===== src/rtl/uart_rx_frame_ctrl.sv =====
// Frame decoder behind a UART receiver: HDR, CMD, LEN, payload, XOR checksum.
// Delivers decoded frames over a valid/ready hold register and retunes bps_set on baud-select frames.
module uart_rx_frame_ctrl #(
    parameter int         TIMEOUT  = 50000,
    parameter logic [7:0] HDR      = 8'hA5,
    parameter logic [7:0] BAUD_CMD = 8'hB0,
    parameter logic [2:0] DEF_BPS  = 3'd0
) (
    input  logic        clk,
    input  logic        rst_n,
    input  logic [7:0]  rx_data,
    input  logic        rx_done,
    output logic [2:0]  bps_set,
    output logic        frm_valid,
    input  logic        frm_ready,
    output logic [7:0]  frm_cmd,
    output logic [3:0]  frm_len,
    output logic [63:0] frm_data,
    output logic        frm_err,
    output logic [1:0]  err_code
);

    localparam int TW = ($clog2(TIMEOUT + 1) > 16) ? $clog2(TIMEOUT + 1) : 16;
    localparam logic [TW-1:0] TO_MAX = TW'(TIMEOUT - 1);

    localparam logic [1:0] E_OVR = 2'b00;
    localparam logic [1:0] E_CHK = 2'b01;
    localparam logic [1:0] E_LEN = 2'b10;
    localparam logic [1:0] E_TO  = 2'b11;

    typedef enum logic [2:0] {IDLE, CMD, LEN, DATA, CHK} state_t;

    state_t         state, state_nxt;
    logic           rx_done_q;
    logic           byte_ev;
    logic [7:0]     cmd_sh;
    logic [3:0]     len_sh;
    logic [63:0]    data_sh;
    logic [7:0]     csum;
    logic [3:0]     byte_cnt;
    logic [TW-1:0]  to_cnt;
    logic           timeout_hit;
    logic           frame_done;
    logic           deliver;
    logic           err_set;
    logic [1:0]     err_nxt;
    logic           baud_pend;
    logic [2:0]     baud_val;

    assign byte_ev     = rx_done & ~rx_done_q;
    assign timeout_hit = (state != IDLE) && (to_cnt == TO_MAX) && !byte_ev;

    always_ff @(posedge clk or negedge rst_n) begin
        if (!rst_n) state <= IDLE;
        else        state <= state_nxt;
    end

    always_comb begin
        state_nxt  = state;
        frame_done = 1'b0;
        deliver    = 1'b0;
        err_set    = 1'b0;
        err_nxt    = E_OVR;
        if (byte_ev) begin
            case (state)
                IDLE: if (rx_data == HDR) state_nxt = CMD;
                CMD:  state_nxt = LEN;
                LEN: begin
                    if (rx_data > 8'd8) begin
                        err_set   = 1'b1;
                        err_nxt   = E_LEN;
                        state_nxt = IDLE;
                    end else begin
                        state_nxt = (rx_data == 8'd0) ? CHK : DATA;
                    end
                end
                DATA: if (byte_cnt == len_sh - 4'd1) state_nxt = CHK;
                CHK: begin
                    state_nxt = IDLE;
                    if (rx_data == csum) begin
                        frame_done = 1'b1;
                    end else begin
                        err_set = 1'b1;
                        err_nxt = E_CHK;
                    end
                end
                default: state_nxt = IDLE;
            endcase
        end else if (timeout_hit) begin
            err_set   = 1'b1;
            err_nxt   = E_TO;
            state_nxt = IDLE;
        end
        // An accept in the same cycle frees the hold register, so only a stalled consumer overruns.
        if (frame_done) begin
            if (frm_valid && !frm_ready) begin
                err_set = 1'b1;
                err_nxt = E_OVR;
            end else begin
                deliver = 1'b1;
            end
        end
    end

    always_ff @(posedge clk or negedge rst_n) begin
        if (!rst_n) begin
            rx_done_q <= 1'b0;
            cmd_sh    <= 8'd0;
            len_sh    <= 4'd0;
            data_sh   <= 64'd0;
            csum      <= 8'd0;
            byte_cnt  <= 4'd0;
            to_cnt    <= '0;
        end else begin
            rx_done_q <= rx_done;
            if (state_nxt == IDLE || byte_ev) to_cnt <= '0;
            else if (to_cnt != '1)            to_cnt <= to_cnt + 1'b1;
            if (byte_ev) begin
                case (state)
                    CMD: begin
                        cmd_sh   <= rx_data;
                        csum     <= rx_data;
                        data_sh  <= 64'd0;
                        byte_cnt <= 4'd0;
                    end
                    LEN: begin
                        if (rx_data <= 8'd8) len_sh <= rx_data[3:0];
                        csum <= csum ^ rx_data;
                    end
                    DATA: begin
                        data_sh[{byte_cnt[2:0], 3'b000} +: 8] <= rx_data;
                        csum     <= csum ^ rx_data;
                        byte_cnt <= byte_cnt + 4'd1;
                    end
                    default: ;
                endcase
            end
        end
    end

    always_ff @(posedge clk or negedge rst_n) begin
        if (!rst_n) begin
            frm_valid <= 1'b0;
            frm_cmd   <= 8'd0;
            frm_len   <= 4'd0;
            frm_data  <= 64'd0;
            frm_err   <= 1'b0;
            err_code  <= E_OVR;
            baud_pend <= 1'b0;
            baud_val  <= 3'd0;
            bps_set   <= DEF_BPS;
        end else begin
            frm_err <= err_set;
            if (err_set) err_code <= err_nxt;
            if (deliver) begin
                frm_valid <= 1'b1;
                frm_cmd   <= cmd_sh;
                frm_len   <= len_sh;
                frm_data  <= data_sh;
            end else if (frm_valid && frm_ready) begin
                frm_valid <= 1'b0;
            end
            // Baud change lands one cycle after the frame appears on the outputs.
            baud_pend <= deliver && (cmd_sh == BAUD_CMD) && (len_sh == 4'd1) &&
                         (data_sh[2:0] <= 3'd4);
            baud_val  <= data_sh[2:0];
            if (baud_pend) bps_set <= baud_val;
        end
    end

endmodule


===== config.mk =====
export PLATFORM = sky130hd
export DESIGN_NAME = uart_rx_frame_ctrl
export DESIGN_NICKNAME = d
export VERILOG_FILES = /design/src/rtl/uart_rx_frame_ctrl.sv
export SDC_FILE = /design/constraint.sdc
export NUM_CORES = 1
export LEC_CHECK = 0
export ABC_AREA = 1
export CORE_MARGIN = 1.5
export CORE_UTILIZATION = 50
export DETAILED_ROUTE_END_ITERATION = 7
export PLACE_DENSITY_LB_ADDON = 0.2
export SLEW_MARGIN = 5
export SYNTH_ARGS = -nofsm -noshare
export SYNTH_HDL_FRONTEND = slang
export SYNTH_SLANG_ARGS = --single-unit
export TNS_END_PERCENT = 1

===== constraint.sdc =====
create_clock -name clk -period 4.3 [get_ports clk]
set_input_delay 0.86 -clock clk [delete_from_list [all_inputs] [get_ports clk]]
set_output_delay 0.86 -clock clk [all_outputs]
set_load 0.01 [all_outputs]

==> key figures <==
Status
  – Status: complete, no violations

Synthesis
  – Synthesized Nets: 868
  – Dominant cells by area after synthesis: dfrtp_1, nand2_1, inv_1
  – Synth async-reset ratio: 1.00
  – Synth Area in Adders: 0.00904
  – Yosys reg bits: 195
  – EDFF count, synth: 0
  – Yosys Warn Count: 0
  – Post-synthesis mux area share: 0.00407
  – Dominant synthesized flop cell: dfrtp_1
  – Synth Instances: 850
  – Simple logic cell fraction of the synthesized area: 0.169
  – Sequential fraction of the synthesis area: 0.588
  – Post-synthesis compound-gate area fraction: 0.121
  – Commonest cells post-synth: dfrtp_1, nand2_1, inv_1
  – XOR/XNOR share of the synthesized area: 0.0295
  – Area share of the largest cell type after synthesis: 0.588
  – Mean Syn Cell Area: 9.77 sq um
  – Cell accounting for the most synthesized area: dfrtp_1
  – Synth cell types: 35
  – Synthesized area: 8300 sq um
  – Count leader, synth: dfrtp_1
  – Largest family of logic cells by synthesized area: simple AND/OR/NAND/NOR gates

Timing
  – RSZ-0062 raised after global routing: no
  – Tmin final: 2.76 ns
  – Slew HR: 0.436
  – Max Slew Vio Count: 0
  – Fin crit share: 0.643
  – Final Setup Violations: 0
  – Worst-Margin Slew: 0.842 ns
  – Final worst setup slack: 1.54 ns
  – Sum of negative setup slack: 0 ns
  – Final hold violation count: 0
  – FMAX: 0.362 GHz
  – Fin Clk Skew: 0.00597 ns

Cells and area
  – Fin util: 0.623
  – Fillers: 1358
  – Synthesis-to-finish area growth: 20.5%
  – FF/Latch Area: 4880 sq um
  – Multi-input gate area: 2760 sq um
  – Share of layout cells above drive strength 1: 0.0993
  – Number of diodes: 0
  – Final net count: 962

Clocking
  – Root buffer cell: clkbuf_16
  – H-tree depth: 4
  – Skew-Pair Late Insertion Delay: 0.43 ns
  – Post-CTS resize count: 0
  – # hold bufs at CTS: 0
  – CTS tree: built
  – Total CTS buffers: 17
  – Clock sinks: 195
  – Clk pin slew, worst setup/hold paths: 0.07 ns
  – Post-CTS Setup Inserts: 0
  – Longest Clk Path Bufs: 2

Setup path
  – Worst EP required: 4.60 ns
  – Worst Path Max Fanout: 121
  – Startpoint Class: primary input
  – Reg2reg end: data_sh[29]
  – R2R setup slack: 1.82 ns
  – Critical path class: primary input to flop
  – Critical Path Sink Type: flop
  – Worst r2r src: byte_cnt[0]
  – Worst EP arrival: 3.06 ns
  – FF-to-FF path depth: 8

Detailed routing
  – Avg WL per Cell: 15.5 um
  – DRC: 0
  – Via density per instance: 5.17
  – DR vias: 6063
  – First-pass detailed-route iteration total: 5
  – Antenna Nets Post-Route: 0
  – Routed WL: 18200 um
  – DR iter-0 viols: 455

Floorplanning
  – Rows: 46
  – Die Area: 17400 sq um
  – IO Count: 95
  – Vert. Die Dim: 132 um
  – Die Wd: 132 um
  – Starting Density: 0.517
  – Core ar.: 16100 sq um

Global routing
  – Grt met3 use: 0.0408
  – Pin count of the biggest net entering global routing: 122
  – Gr ovfl total: 0
  – Vias in the first global route: 5922
  – Initial antenna violation count: 0
  – Gr busiest metal: met2
  – M2 GR Usage: 0.351
  – M1 GR Usage: 0.320
  – Global Route Usage Sum: 0.223
  – First-pass GRT wire length: 30900 um

Placed design
  – Routability Congestion: 0.851
  – Pre-CTS setup slack: 1.09 ns
  – PortBufs: 94
  – Post-DP HPWL: 12200 um

Worst hold path
  – WHS Endpoint: baud_val[2]
  – HP Class: flop to flop
  – Hold depth: 0
  – Min-delay src: data_sh[2]

Flow run
  – Number of max-cap violations: 0

Power and ir drop
  – VDD IR max: 0.314 mV
  – Pwr Density: 420 nW/um^2
  – Static Leak: 4.64 nW
## critical path: stages
cell and delay, ns:
clkdlybuf4s50_1 0.47, inv_1 0.06, nor2_4 0.19, inv_2 0.20
nor3_2 0.29, nand3_4 0.34, buf_12 0.37, nand2_1 0.13
o21ai_0 0.09
## routing by layer
layer | routed length [um] | share of wire | vias up
li1 | - | - | 2972
met1 | 8460 | 0.46 | 2926
met2 | 8640 | 0.47 | 148
met3 | 859 | 0.047 | 17
met4 | 235 | 0.013 | 0
met5 | 0 | 0 | -
## state kept, by name, summed over array words and instances, names as in the netlist
name	flops
baud_val	3
baud_pend	1
frm_err	1
rx_done_q	1
len_sh	4
frm_cmd	8
frm_data	64
frm_valid	1
cmd_sh	8
csum	8
state	3
frm_len	4
byte_cnt	4
data_sh	64
to_cnt	16
bps_set	3
err_code	2
## where the power goes
| group | switching [W] | internal [W] | total (W) |
|---|---|---|---|
| Combinational | 0.000286 | 0.000167 | 0.000454 |
| Sequential | 0.0000786 | 0.00201 | 0.00209 |
| Clock | 0.000727 | 0.000934 | 0.00166 |
## worst max-delay path by stage
stage          slack (ns)  startpoint           end
2_1_floorplan        2.22     rx_done    to_cnt[11]
3_3_place_gp         1.14     rx_done  frm_data[20]
3_5_place_dp         1.09     rx_done  frm_data[53]
4_1_cts              1.53     rx_done  frm_data[53]
5_1_grt              1.30     rx_done   frm_data[9]
6_report             1.54     rx_done  frm_data[53]
## cell type report
type                    count  area share
clock inverters            15      0.0203
well taps                 216      0.0270
flip-flops and latches    195       0.488
inverters                 126      0.0473
multi-input cells         507       0.276
repair buffers             97      0.0992
clock buffers              17      0.0425
## cell usage in the layout, fill, tap and decap left out, types with 3 or more instances in the layout
master and instances:
xnor2_1 10, nor3_1 9, inv_2 7, o21ai_0 32, dfrtp_1 195, bufinv_16 3
nand4_1 8, nor4_1 5, nand3_4 4, nand2_1 165, o22ai_1 63, nand3_1 35
nor2_2 3, inv_1 119, ha_1 6, mux2_2 3, nor2_1 44, nand2_2 14
o21ai_2 17, clkbuf_16 17, clkinv_4 3, clkdlybuf4s50_1 93, o21ai_1 49, xor2_1 18
clkinvlp_4 4, a21oi_1 7
## through the flow
stage          power (W)  instances  hold slack [ns]  instance area (sq um)
6_report         0.00420       1173            0.381                  10000
5_1_grt          0.00438       1173            0.392                  10000
4_1_cts          0.00422       1173            0.384                  10000
3_5_place_dp     0.00257       1141            0.370                   9380
3_3_place_gp     0.00255       1141            0.356                   9380
2_1_floorplan    0.00240        850            0.354                   8300
## logic make-up (layout without fill, tap and decap cells)
| logic type | Yosys count | in the layout |
|---|---|---|
| AO/OA/AOI/OAI | 171 | 171 |
| XOR/XNOR | 28 | 28 |
| adder cells (fa/ha/maj) | 6 | 6 |
| buffers and inverters | 148 | 255 |
| flip-flops | 195 | 195 |
| multiplexers | 3 | 3 |
| AND/OR/NAND/NOR | 299 | 299 |
Note: power is estimated with default switching activity, not from simulation.
